==> src/rtl/axi_slave_if.sv <==
// AXI4-Lite bus bundle between an SoC master and axi_slave.
//   AW: AWADDR, AWVALID, AWREADY     W: WDATA, WSTRB, WVALID, WREADY
//   B : BRESP, BVALID, BREADY        AR: ARADDR, ARVALID, ARREADY
//   R : RDATA, RRESP, RVALID, RREADY
// Modports: master (drives requests) and slave (drives responses).
interface axi_slave_if;
    logic [31:0] AWADDR;
    logic        AWVALID;
    logic        AWREADY;
    logic [31:0] WDATA;
    logic [3:0]  WSTRB;
    logic        WVALID;
    logic        WREADY;
    logic [1:0]  BRESP;
    logic        BVALID;
    logic        BREADY;
    logic [31:0] ARADDR;
    logic        ARVALID;
    logic        ARREADY;
    logic [31:0] RDATA;
    logic [1:0]  RRESP;
    logic        RVALID;
    logic        RREADY;

    modport master (
        output AWADDR, AWVALID, WDATA, WSTRB, WVALID, BREADY, ARADDR, ARVALID, RREADY,
        input  AWREADY, WREADY, BRESP, BVALID, ARREADY, RDATA, RRESP, RVALID
    );

    modport slave (
        input  AWADDR, AWVALID, WDATA, WSTRB, WVALID, BREADY, ARADDR, ARVALID, RREADY,
        output AWREADY, WREADY, BRESP, BVALID, ARREADY, RDATA, RRESP, RVALID
    );
endinterface

==> src/rtl/axi_slave.sv <==
// AXI4-Lite responder. Terminates the AW/W/B and AR/R channels and turns each
// transaction into a single-beat request on a simple peripheral register port.
// One outstanding transaction per direction; read and write run independently.
//
// Ports:
//   clk_i, rst_i            clock (AXI ACLK), synchronous active-high reset
//   axi                     AXI4-Lite slave modport (axi_slave_if.slave)
//   write_address_o/data_o/strobe_o, write_request_o   peripheral write request
//   write_done_i, write_error_i                        peripheral write completion
//   read_address_o, read_request_o                     peripheral read request
//   read_data_i, read_valid_i, read_error_i            peripheral read completion
//
// Optional build macro AXI_SLAVE_TIMEOUT_EN: when defined, a wait longer than
// TIMEOUT_CYCLES in W_WAIT/R_WAIT is answered with SLVERR.
//
// Write FSM
//   state  | meaning
//   W_IDLE | collecting AW and W beats (either order)
//   W_REQ  | write_request_o pulse to the peripheral
//   W_WAIT | waiting for write_done_i
//   W_RESP | BVALID held until BREADY
// Read FSM
//   state  | meaning
//   R_IDLE | ARREADY high, waiting for ARVALID
//   R_REQ  | read_request_o pulse to the peripheral
//   R_WAIT | waiting for read_valid_i
//   R_RESP | RVALID held until RREADY
module axi_slave #(
    parameter logic [31:0] ADDR_BASE      = 32'h0000_0000,
    parameter logic [31:0] ADDR_SIZE      = 32'h0000_1000,
    parameter int          TIMEOUT_CYCLES = 256
) (
    input  logic        clk_i,
    input  logic        rst_i,
    axi_slave_if.slave  axi,
    output logic [31:0] write_address_o,
    output logic [31:0] write_data_o,
    output logic [3:0]  write_strobe_o,
    output logic        write_request_o,
    input  logic        write_done_i,
    input  logic        write_error_i,
    output logic [31:0] read_address_o,
    output logic        read_request_o,
    input  logic [31:0] read_data_i,
    input  logic        read_valid_i,
    input  logic        read_error_i
);

    localparam logic [1:0] RESP_OKAY   = 2'b00;
    localparam logic [1:0] RESP_SLVERR = 2'b10;
    localparam logic [1:0] RESP_DECERR = 2'b11;

    typedef enum logic [1:0] {W_IDLE, W_REQ, W_WAIT, W_RESP} w_state_t;
    typedef enum logic [1:0] {R_IDLE, R_REQ, R_WAIT, R_RESP} r_state_t;

    w_state_t w_state;
    r_state_t r_state;

    // 33-bit compare so a window touching the top of the address space cannot wrap.
    function automatic logic in_range(input logic [31:0] addr);
        logic [32:0] lo;
        logic [32:0] hi;
        lo = {1'b0, ADDR_BASE};
        hi = lo + {1'b0, ADDR_SIZE};
        return ({1'b0, addr} >= lo) && ({1'b0, addr} < hi);
    endfunction

    // ------------------------------------------------------------------ write
    logic        aw_captured;
    logic        w_captured;
    logic [31:0] aw_addr_q;
    logic [31:0] w_data_q;
    logic [3:0]  w_strb_q;

    // The capture flags stay set from capture until the B handshake, so READY
    // is low in every state except while that channel is still being waited for.
    assign axi.AWREADY = !aw_captured;
    assign axi.WREADY  = !w_captured;

    logic        aw_hs;
    logic        w_hs;
    logic        aw_have;
    logic        w_have;
    logic [31:0] aw_addr_eff;
    logic [31:0] w_data_eff;
    logic [3:0]  w_strb_eff;

    // A beat arriving in the same cycle as the decision is used directly.
    assign aw_hs       = (w_state == W_IDLE) && axi.AWVALID && !aw_captured;
    assign w_hs        = (w_state == W_IDLE) && axi.WVALID && !w_captured;
    assign aw_have     = aw_captured || aw_hs;
    assign w_have      = w_captured || w_hs;
    assign aw_addr_eff = aw_captured ? aw_addr_q : axi.AWADDR;
    assign w_data_eff  = w_captured ? w_data_q : axi.WDATA;
    assign w_strb_eff  = w_captured ? w_strb_q : axi.WSTRB;

`ifdef AXI_SLAVE_TIMEOUT_EN
    localparam int CNT_W = $clog2(TIMEOUT_CYCLES + 1);
    logic [CNT_W-1:0] w_cnt;
    logic [CNT_W-1:0] r_cnt;
    // Leaving WAIT when the count would reach TIMEOUT_CYCLES puts RESP exactly
    // TIMEOUT_CYCLES cycles after WAIT entry.
    localparam logic [CNT_W-1:0] CNT_LAST = CNT_W'(TIMEOUT_CYCLES - 1);
`endif

    always_ff @(posedge clk_i) begin
        if (rst_i) begin
            w_state         <= W_IDLE;
            aw_captured     <= 1'b0;
            w_captured      <= 1'b0;
            aw_addr_q       <= '0;
            w_data_q        <= '0;
            w_strb_q        <= '0;
            axi.BVALID      <= 1'b0;
            axi.BRESP       <= RESP_OKAY;
            write_request_o <= 1'b0;
            write_address_o <= '0;
            write_data_o    <= '0;
            write_strobe_o  <= '0;
`ifdef AXI_SLAVE_TIMEOUT_EN
            w_cnt           <= '0;
`endif
        end else begin
            case (w_state)
                W_IDLE: begin
                    if (aw_hs) begin
                        aw_captured <= 1'b1;
                        aw_addr_q   <= axi.AWADDR;
                    end
                    if (w_hs) begin
                        w_captured <= 1'b1;
                        w_data_q   <= axi.WDATA;
                        w_strb_q   <= axi.WSTRB;
                    end
                    if (aw_have && w_have) begin
                        if (in_range(aw_addr_eff)) begin
                            w_state         <= W_REQ;
                            write_request_o <= 1'b1;
                            write_address_o <= aw_addr_eff - ADDR_BASE;
                            write_data_o    <= w_data_eff;
                            write_strobe_o  <= w_strb_eff;
`ifdef AXI_SLAVE_TIMEOUT_EN
                            w_cnt           <= '0;
`endif
                        end else begin
                            w_state    <= W_RESP;
                            axi.BVALID <= 1'b1;
                            axi.BRESP  <= RESP_DECERR;
                        end
                    end
                end
                W_REQ: begin
                    write_request_o <= 1'b0;
                    if (write_done_i) begin
                        w_state    <= W_RESP;
                        axi.BVALID <= 1'b1;
                        axi.BRESP  <= write_error_i ? RESP_SLVERR : RESP_OKAY;
                    end else begin
                        w_state <= W_WAIT;
                    end
                end
                W_WAIT: begin
                    if (write_done_i) begin
                        w_state    <= W_RESP;
                        axi.BVALID <= 1'b1;
                        axi.BRESP  <= write_error_i ? RESP_SLVERR : RESP_OKAY;
                    end
`ifdef AXI_SLAVE_TIMEOUT_EN
                    else if (w_cnt == CNT_LAST) begin
                        w_state    <= W_RESP;
                        axi.BVALID <= 1'b1;
                        axi.BRESP  <= RESP_SLVERR;
                    end else begin
                        w_cnt <= w_cnt + 1'b1;
                    end
`endif
                end
                W_RESP: begin
                    if (axi.BREADY) begin
                        w_state     <= W_IDLE;
                        axi.BVALID  <= 1'b0;
                        aw_captured <= 1'b0;
                        w_captured  <= 1'b0;
                    end
                end
                default: w_state <= W_IDLE;
            endcase
        end
    end

    // ------------------------------------------------------------------- read
    always_ff @(posedge clk_i) begin
        if (rst_i) begin
            r_state        <= R_IDLE;
            axi.ARREADY    <= 1'b1;
            axi.RVALID     <= 1'b0;
            axi.RRESP      <= RESP_OKAY;
            axi.RDATA      <= '0;
            read_request_o <= 1'b0;
            read_address_o <= '0;
`ifdef AXI_SLAVE_TIMEOUT_EN
            r_cnt          <= '0;
`endif
        end else begin
            case (r_state)
                R_IDLE: begin
                    if (axi.ARVALID) begin
                        axi.ARREADY <= 1'b0;
                        if (in_range(axi.ARADDR)) begin
                            r_state        <= R_REQ;
                            read_request_o <= 1'b1;
                            read_address_o <= axi.ARADDR - ADDR_BASE;
`ifdef AXI_SLAVE_TIMEOUT_EN
                            r_cnt          <= '0;
`endif
                        end else begin
                            r_state    <= R_RESP;
                            axi.RVALID <= 1'b1;
                            axi.RRESP  <= RESP_DECERR;
                            axi.RDATA  <= '0;
                        end
                    end
                end
                R_REQ: begin
                    read_request_o <= 1'b0;
                    if (read_valid_i) begin
                        r_state    <= R_RESP;
                        axi.RVALID <= 1'b1;
                        axi.RDATA  <= read_data_i;
                        axi.RRESP  <= read_error_i ? RESP_SLVERR : RESP_OKAY;
                    end else begin
                        r_state <= R_WAIT;
                    end
                end
                R_WAIT: begin
                    if (read_valid_i) begin
                        r_state    <= R_RESP;
                        axi.RVALID <= 1'b1;
                        axi.RDATA  <= read_data_i;
                        axi.RRESP  <= read_error_i ? RESP_SLVERR : RESP_OKAY;
                    end
`ifdef AXI_SLAVE_TIMEOUT_EN
                    else if (r_cnt == CNT_LAST) begin
                        r_state    <= R_RESP;
                        axi.RVALID <= 1'b1;
                        axi.RDATA  <= '0;
                        axi.RRESP  <= RESP_SLVERR;
                    end else begin
                        r_cnt <= r_cnt + 1'b1;
                    end
`endif
                end
                R_RESP: begin
                    if (axi.RREADY) begin
                        r_state     <= R_IDLE;
                        axi.RVALID  <= 1'b0;
                        axi.ARREADY <= 1'b1;
                    end
                end
                default: r_state <= R_IDLE;
            endcase
        end
    end

endmodule

==> src/flat_wrapper.sv <==
// flat-port wrapper written by rule: the top's interface ports become plain ports
module axi_slave_flat 
#(
    parameter logic [31:0] ADDR_BASE      = 32'h0000_0000,
    parameter logic [31:0] ADDR_SIZE      = 32'h0000_1000,
    parameter int          TIMEOUT_CYCLES = 256
)
  (clk_i, rst_i, write_address_o, write_data_o, write_strobe_o, write_request_o, write_done_i, write_error_i, read_address_o, read_request_o, read_data_i, read_valid_i, read_error_i, axi_AWADDR, axi_AWVALID, axi_WDATA, axi_WSTRB, axi_WVALID, axi_BREADY, axi_ARADDR, axi_ARVALID, axi_RREADY, axi_AWREADY, axi_WREADY, axi_BRESP, axi_BVALID, axi_ARREADY, axi_RDATA, axi_RRESP, axi_RVALID);
  axi_slave_if axi_i ();
  input  logic clk_i;
  input  logic rst_i;
  output logic [31:0] write_address_o;
  output logic [31:0] write_data_o;
  output logic [3:0] write_strobe_o;
  output logic write_request_o;
  input  logic write_done_i;
  input  logic write_error_i;
  output logic [31:0] read_address_o;
  output logic read_request_o;
  input  logic [31:0] read_data_i;
  input  logic read_valid_i;
  input  logic read_error_i;
  input wire logic [$bits(axi_i.AWADDR)-1:0] axi_AWADDR;
  input wire logic [$bits(axi_i.AWVALID)-1:0] axi_AWVALID;
  input wire logic [$bits(axi_i.WDATA)-1:0] axi_WDATA;
  input wire logic [$bits(axi_i.WSTRB)-1:0] axi_WSTRB;
  input wire logic [$bits(axi_i.WVALID)-1:0] axi_WVALID;
  input wire logic [$bits(axi_i.BREADY)-1:0] axi_BREADY;
  input wire logic [$bits(axi_i.ARADDR)-1:0] axi_ARADDR;
  input wire logic [$bits(axi_i.ARVALID)-1:0] axi_ARVALID;
  input wire logic [$bits(axi_i.RREADY)-1:0] axi_RREADY;
  output wire logic [$bits(axi_i.AWREADY)-1:0] axi_AWREADY;
  output wire logic [$bits(axi_i.WREADY)-1:0] axi_WREADY;
  output wire logic [$bits(axi_i.BRESP)-1:0] axi_BRESP;
  output wire logic [$bits(axi_i.BVALID)-1:0] axi_BVALID;
  output wire logic [$bits(axi_i.ARREADY)-1:0] axi_ARREADY;
  output wire logic [$bits(axi_i.RDATA)-1:0] axi_RDATA;
  output wire logic [$bits(axi_i.RRESP)-1:0] axi_RRESP;
  output wire logic [$bits(axi_i.RVALID)-1:0] axi_RVALID;
  assign axi_i.AWADDR = axi_AWADDR;
  assign axi_i.AWVALID = axi_AWVALID;
  assign axi_i.WDATA = axi_WDATA;
  assign axi_i.WSTRB = axi_WSTRB;
  assign axi_i.WVALID = axi_WVALID;
  assign axi_i.BREADY = axi_BREADY;
  assign axi_i.ARADDR = axi_ARADDR;
  assign axi_i.ARVALID = axi_ARVALID;
  assign axi_i.RREADY = axi_RREADY;
  assign axi_AWREADY = axi_i.AWREADY;
  assign axi_WREADY = axi_i.WREADY;
  assign axi_BRESP = axi_i.BRESP;
  assign axi_BVALID = axi_i.BVALID;
  assign axi_ARREADY = axi_i.ARREADY;
  assign axi_RDATA = axi_i.RDATA;
  assign axi_RRESP = axi_i.RRESP;
  assign axi_RVALID = axi_i.RVALID;
  axi_slave #(.ADDR_BASE(ADDR_BASE), .ADDR_SIZE(ADDR_SIZE), .TIMEOUT_CYCLES(TIMEOUT_CYCLES)) u_core (.clk_i(clk_i), .rst_i(rst_i), .axi(axi_i), .write_address_o(write_address_o), .write_data_o(write_data_o), .write_strobe_o(write_strobe_o), .write_request_o(write_request_o), .write_done_i(write_done_i), .write_error_i(write_error_i), .read_address_o(read_address_o), .read_request_o(read_request_o), .read_data_i(read_data_i), .read_valid_i(read_valid_i), .read_error_i(read_error_i));
endmodule
==> config.mk <==
export PLATFORM = sky130hd
export DESIGN_NAME = axi_slave_flat
export DESIGN_NICKNAME = d
export VERILOG_FILES = /design/src/rtl/axi_slave_if.sv /design/src/rtl/axi_slave.sv /design/src/flat_wrapper.sv
export SDC_FILE = /design/constraint.sdc
export NUM_CORES = 1
export LEC_CHECK = 0
export BUFFER_PORTS_ARGS = -buffer_cell sky130_fd_sc_hd__buf_2
export CORE_MARGIN = 4
export CORE_UTILIZATION = 37
export DETAILED_ROUTE_END_ITERATION = 10
export PLACE_DENSITY = 0.72
export SLEW_MARGIN = 20
export SYNTH_ARGS = -nofsm -noshare
export SYNTH_HDL_FRONTEND = slang
export SYNTH_SLANG_ARGS = --single-unit
==> constraint.sdc <==
create_clock -name clk_i -period 3.02 [get_ports clk_i]
set_input_delay 0.151 -clock clk_i [delete_from_list [all_inputs] [get_ports clk_i]]
set_output_delay 0.151 -clock clk_i [all_outputs]
set_load 0.02 [all_outputs]
==> impl_metrics.json, run 1 <==
{
  "grt_pass1_vias": 8424,
  "p_per_area_nw_per_um2": 764,
  "drc_errors": 0,
  "cts-root-buf": "clkbuf_16",
  "avgSynthCellArea_um2": 8.54,
  "gp_congestion": 0.818,
  "tightestPinTransition_ps": 1050,
  "vdd_ir_drop_max_mv": 0.513,
  "ios": 286,
  "cts.path.max_buffers": 3,
  "io_buffers": 285,
  "skew_ps": 10.1,
  "drtAntennaViolNets": 0,
  "antenna_found_initial": 4,
  "status": "complete, no violations",
  "max-cap-violations": 0,
  "cp_cell_sequence": "or4b_1 -> o22a_1 -> a2111oi_4 -> buf_12 -> nor2_1 -> a211oi_1",
  "fin_crit_sh_pct": 82.1,
  "vias": 8704,
  "setup_viol": 0,
  "start_kind": "flip-flop",
  "synth_edf_count": 0,
  "post_cts_buffers": 0,
  "rsz0062_at_grt": "false",
  "dp_hpwl_um": 17000,
  "ys_warn_count": 0,
  "ys_seq_area_share_pct": 49.6,
  "cp_slowest_cell": "or4b_1",
  "fin_crit_ps": 2480,
  "drt_wl_total_um": 27100,
  "finalNetCount": 1532,
  "critPathArrivalTime_ps": 2880,
  "cts_made_buffers": 23,
  "cts.sinks": 215,
  "end_kind": "flip-flop",
  "initialDrtViolationCount": 617,
  "ys_ff_latch": 215,
  "path_max_fanout": 97,
  "drv_slew": 0,
  "p_leak_nw": 5.10,
  "syn_area_um2": 8680,
  "synthCells": 1017,
  "clk_pin_slew_ps": 60,
  "avgRoutedWirePerCell_um": 15.8,
  "grt_max_degree": 98,
  "total_power_w": 0.00940,
  "synth_cell_type_count": 43,
  "setup_tns_ps": 0,
  "core_um2": 22800,
  "max-slew-margin-rel_pct": 29.5,
  "final_hold_viol_count": 0,
  "cts-htree-levels": 1,
  "cp.required_ps": 3420,
  "cts_tree": "built",
  "clock.fmax_mhz": 403,
  "final_layout_size_suffix_gt1_share_pct": 24.9,
  "rows": 55,
  "postSynth.asyncResetShare_pct": 0,
  "avgViaCountPerCell": 5.09,
  "dieArea_um2": 26000,
  "grt_pass1_wl_um": 42900,
  "start_util_pct": 38.0,
  "die_h_um": 161,
  "grt_usage_pct": 19.7,
  "hp-class": "in -> reg",
  "synthToLayoutAreaGrowth_pct": 41.6,
  "crit_type": "reg -> reg",
  "synth-main-ff-cell": "dfxtp_1",
  "synth_nets": 1170,
  "gr-total-overflow": 0,
  "die_w_um": 161,
  "max_stage_delay_ps": 480,
  "clock_latency_ps": 500,
  "dr.pass1.iters": 5
}
## critical path, delay by kind of cell, from the launching register on
| kind | cells | cell delay, ps |
|---|---|---|
| AND/OR/NAND/NOR | 2 | 560 |
| AO/OA/AOI/OAI | 3 | 950 |
| flip-flops | 1 | 440 |
| buffers and inverters | 1 | 380 |
## through the flow
stage / util, % / setup WS (ps) / area (um2) / hold WS, ps / instances
global placement: 45.3 / 723 / 10400 / 393 / 1552
finish: 53.8 / 541 / 12300 / 86.9 / 1710
CTS: 53.8 / 615 / 12300 / 54.4 / 1707
global route: 53.8 / 389 / 12300 / 97.9 / 1710
detailed placement: 45.3 / 636 / 10400 / 397 / 1552
floorplan: - / 911 / 8680 / 287 / 1017
## cell usage after synthesis, types with 2 or more instances
cell type	number	area, um2
o2bb2ai_1	33	289
or3_1	4	25.0
dfxtp_1	215	4300
nor2_1	62	233
o21ai_0	9	45.0
a21oi_1	122	611
o221ai_1	3	26.3
ha_1	10	125
a211o_1	2	17.5
a31oi_1	32	200
nor2b_1	2	12.5
mux2i_1	48	480
o22ai_1	3	18.8
o21bai_1	4	30.0
a2111oi_0	2	17.5
nand4_1	2	12.5
clkbuf_1	67	251
nor3_1	4	20.0
inv_1	14	52.6
nand3_1	35	175
a211oi_1	52	390
buf_1	4	15.0
buf_2	9	45.0
nor4_1	10	62.6
and2_1	40	250
nand2b_1	4	25.0
o211a_1	2	20.0
nand2_1	208	781
## final timing paths
path / startpoint / endpoint / slack [ps] / cells past startpoint
max: u_core.aw_captured / u_core.write_data_o[7] / 540 / 6
min: write_done_i / u_core.axi.BRESP[0] / 90 / 4
max reg2reg: u_core.aw_captured / u_core.write_data_o[7] / 540 / 6
min reg2reg: u_core.w_data_q[18] / u_core.w_data_q[18] / 450 / 2
## layout make-up
type / count / area (um2)
fill: 2039 / 10600
sequential: 215 / 4310
multi-input combinational: 708 / 4030
timing repair buffer: 417 / 2720
clock buffer: 30 / 642
tap: 313 / 392
clock inverter: 10 / 139
inverter: 14 / 52.6
antenna: 3 / 7.51
## timing repair
action,4_1_cts,5_1_grt
hold buffers,115,0
hold endpoints to repair,143,0
resized for setup,0,0
## per-layer routing
metal	routed length, um	share of wire (%)	GRT usage [%]	up-vias
li1	-	-	-	4287
met1	11400	42	24.2	4002
met2	12700	47	33.3	349
met3	2080	7.7	5.46	66
met4	870	3.2	6.71	0
met5	0	0	0	-
## flip-flops by register name (all words and copies together), names as in the netlist
register and cells:
u_core.aw_addr_q 32, u_core.aw_captured 1, u_core.axi.ARREADY 1, u_core.axi.BRESP 2, u_core.axi.BVALID 1, u_core.axi.RDATA 32
u_core.axi.RRESP 2, u_core.axi.RVALID 1, u_core.r_state 2, u_core.read_address_o 32, u_core.read_request_o 1, u_core.w_captured 1
u_core.w_data_q 32, u_core.w_state 2, u_core.w_strb_q 4, u_core.write_address_o 32, u_core.write_data_o 32, u_core.write_request_o 1
u_core.write_strobe_o 4
## where the power goes
part / switching, W / internal, W
Combinational: 0.00194 / 0.00110
Clock: 0.00115 / 0.00176
Sequential: 0.000242 / 0.00322
Total: 0.00333 / 0.00607
## cells by family (layout without fill, tap and decap cells)
family,Yosys count,after routing,synth area share [%]
DFF,215,215,49.6
muxes,48,48,5.53
AOI/OAI and AO/OA,274,274,20.4
other,0,3,0
buffers and inverters,94,471,4.19
adders and majority gates,10,10,1.44
and+or+nand+nor,376,376,18.9
## placed cells by master, fill, tap and decap left out, types with 2 or more instances in the layout
cell type	synthesis	final
a2111oi_0	2	2
nor2_1	62	59
a211oi_1	52	52
dfxtp_1	215	214
o21bai_1	4	4
o221ai_1	3	3
ha_1	10	10
buf_4	0	16
nand3_1	35	35
a21oi_1	122	122
a211o_1	2	2
nor2_2	0	3
nand4_1	2	2
o211a_1	2	2
clkbuf_8	0	4
bufinv_16	0	3
clkbuf_1	67	3
or3_1	4	4
nor2b_1	2	2
mux2i_1	48	48
dlygate4sd3_1	0	115
clkinv_4	0	3
nand2b_1	4	4
nor4_1	10	10
o21ai_0	9	9
clkbuf_16	0	23
o22ai_1	3	2
nand2_1	208	208
buf_2	9	284
clkinv_2	0	3
diode_2	0	3
and2_1	40	40
o2bb2ai_1	33	33
a31oi_1	32	32
inv_1	14	14
nor3_1	4	3
Power figures use the tool's default switching activity.
==> run 2, diff against run 1 <==
--- a/config.mk
+++ b/config.mk
@@ -5,11 +5,12 @@
 export SDC_FILE = /design/constraint.sdc
 export NUM_CORES = 1
 export LEC_CHECK = 0
+export ABC_AREA = 1
 export BUFFER_PORTS_ARGS = -buffer_cell sky130_fd_sc_hd__buf_2
 export CORE_MARGIN = 4
 export CORE_UTILIZATION = 37
 export DETAILED_ROUTE_END_ITERATION = 10
-export PLACE_DENSITY = 0.72
+export PLACE_DENSITY = 0.74
 export SLEW_MARGIN = 20
 export SYNTH_ARGS = -nofsm -noshare
 export SYNTH_HDL_FRONTEND = slang
==> constraint.sdc (replaced) <==
create_clock -name clk_i -period 2.2 [get_ports clk_i]
set_input_delay 0.11 -clock clk_i [delete_from_list [all_inputs] [get_ports clk_i]]
set_output_delay 0.11 -clock clk_i [all_outputs]
set_load 0.02 [all_outputs]
==> run 2 against run 1 <==
  * Sequential power increased by 38%
  * Sequential share of layout area is 0.96 points lower
  * Global-route usage fell by 0.19 points
  * Synthesized cell count grew 24%
  * Non-clock buffer count is 9 higher
  * Final area up 2.9%
  * Final cell count up 15%
  * Via count rose by 6.4%
  * Combinational power rose by 21%
  * Fmax rose by 24%
  * Register-to-register slack lost 340 ps
  * Area after synthesis rose by 1.2%
==> impl_metrics.json, run 2 <==
{
  "status": "complete, no violations",
  "synth_area_leaders": "dfxtp_1 49%, nand2_1 19%, nor2_1 7.2%, a21oi_1 5.4%, inv_1 5.0%",
  "yosys.cell_count.top_type": "nand2_1",
  "gp_congestion": 0.790,
  "vias": 9261,
  "clk_pin_slew_ps": 60,
  "clock.fmax_mhz": 499,
  "rows": 56,
  "synthTopCellsByCount": "445 x nand2_1, 215 x dfxtp_1, 169 x nor2_1",
  "synth_edf_count": 0,
  "post_cts_buffers": 0,
  "avgRoutedWirePerCell_um": 13.6,
  "max-cap-violations": 0,
  "gr-total-overflow": 0,
  "drc_errors": 0,
  "fin_crit_sh_pct": 91.1,
  "cts.sinks": 215,
  "cp.required_ps": 2630,
  "synth_nets": 1411,
  "yosysTopAreaCell": "dfxtp_1",
  "layout_common_cells": "445 x nand2_1, 284 x buf_2, 213 x dfxtp_1, 165 x nor2_1, 120 x dlygate4sd3_1",
  "end_kind": "flip-flop",
  "crit_top_cell": "nand2_1",
  "grt_pass1_wl_um": 43200,
  "p_per_area_nw_per_um2": 1020,
  "drt_wl_total_um": 26900,
  "grt_pass1_vias": 9027,
  "cts_tree": "built",
  "antenna_found_initial": 0,
  "ys_ff_latch": 215,
  "p_leak_nw": 6.46,
  "skew_ps": 6.55,
  "cts.path.max_buffers": 3,
  "ys_warn_count": 0,
  "num-fill-cells": 2123,
  "core_um2": 23400,
  "start_kind": "flip-flop",
  "final_layout_size_suffix_gt1_share_pct": 21.7,
  "dp_hpwl_um": 16100,
  "rsz0062_at_grt": "false",
  "dieArea_um2": 26300,
  "start_util_pct": 37.5,
  "initialDrtViolationCount": 513,
  "die_w_um": 162,
  "ios": 286,
  "final_common_cell": "nand2_1",
  "cts-root-buf": "clkbuf_16",
  "final-seq-area_um2": 4310,
  "synthCells": 1258,
  "finalWorstSetupSlack_ps": 196,
  "crit_type": "reg -> reg",
  "vdd_ir_drop_max_mv": 0.869,
  "fin_crit_ps": 2000,
  "ys_seq_area_share_pct": 49.0,
  "drtAntennaViolNets": 0,
  "avgViaCountPerCell": 4.70,
  "setup_viol": 0,
  "cp_slowest_cell": "dfxtp_1",
  "tightestPinTransition_ps": 515,
  "grt_usage_pct": 19.5,
  "synth_cell_type_count": 27,
  "placedCellCount": 1807,
  "fin_cells": 1971,
  "syn_area_um2": 8780,
  "finalNetCount": 1788,
  "path_max_fanout": 33,
  "max_stage_delay_ps": 420,
  "clock_latency_ps": 510,
  "cts-htree-levels": 1,
  "avgSynthCellArea_um2": 6.98,
  "max-slew-margin-rel_pct": 65.7,
  "final_hold_viol_count": 0,
  "dr.pass1.iters": 5,
  "cp_cell_sequence": "inv_1 -> ha_1 -> nand2_1 -> nand2_1 -> a21oi_1 -> nand2_1 -> nor2_2 -> buf_12 -> nand2_1 -> a21oi_1",
  "multi_input_area_um2": 3720,
  "synth-main-ff-cell": "dfxtp_1",
  "cts_made_buffers": 24,
  "synth_top_cell_area_share_pct": 49.0,
  "grt_max_degree": 119,
  "io_buffers": 285,
  "critPathArrivalTime_ps": 2430,
  "setup_tns_ps": 0,
  "diodes": 0,
  "postSynth.asyncResetShare_pct": 0,
  "hp-class": "in -> reg",
  "synthToLayoutAreaGrowth_pct": 44.0,
  "pre_cts_ws_ps": 151,
  "die_h_um": 162,
  "drv_slew": 0
}
[run 2: worst max-delay path: cells and delay by family (launching register included)]
kind,cells,cell delay (ps)
AO/OA/AOI/OAI,2,290
flip-flops,1,420
adder cells (fa/ha/maj),1,340
AND/OR/NAND/NOR,5,560
buffers and inverters,2,310
[run 2: layout make-up]
type | instances | area share [%]
sequential | 215 | 34.1
multi-input combinational | 849 | 29.4
timing repair buffer | 426 | 22.7
clock buffer | 33 | 5.58
inverter | 119 | 3.56
tap | 319 | 3.16
clock inverter | 10 | 1.47
[run 2: through the flow]
stage / util (%) / hold slack [ps] / area [um2] / total power (W)
floorplan: - / 245 / 8780 / 0.00718
global placement: 44.9 / 331 / 10500 / 0.00822
detailed placement: 44.9 / 336 / 10500 / 0.00829
CTS: 53.9 / 19.8 / 12600 / 0.0130
global route: 54.0 / 59.0 / 12600 / 0.0137
finish: 54.0 / 53.7 / 12600 / 0.0129
[run 2: where the power goes]
part	switching, W	internal (W)
logic	0.00238	0.00131
registers	0.000300	0.00447
clock network	0.00162	0.00283
total	0.00430	0.00861
[run 2: final timing paths]
path                          endpoint  slack, ps  cells past startpoint            startpoint
setup / recovery  u_core.axi.RDATA[22]        200                     10     u_core.r_state[0]
hold / removal       u_core.w_captured         50                      5            axi_WVALID
setup reg to reg  u_core.axi.RDATA[22]        200                     10     u_core.r_state[0]
hold reg to reg   u_core.aw_addr_q[17]        450                      2  u_core.aw_addr_q[17]
[run 2: cells by family after synthesis]
family	count (synthesis)	synth area share [%]
adders and majority gates	10	1.42
and+or+nand+nor	671	30.6
DFF	215	49.0
AOI/OAI and AO/OA	168	10.1
buffers and inverters	194	8.84
[run 2: what timing repair did]
action                                  4_1_cts  5_1_grt
gates resized for setup                       0        4
endpoints found under the setup margin        0       69
endpoints found under the hold margin       159        0
hold buffers                                120        0
[run 2: routing by layer]
layer / up-vias / wire [um] / part of all wire [%] / track usage, %
li1: 4634 / - / - / -
met4: 0 / 952 / 3.5 / 7.77
met1: 4202 / 10800 / 40 / 22.6
met5: - / 0 / 0 / 0
met3: 66 / 2000 / 7.4 / 4.21
met2: 359 / 13100 / 49 / 34.9
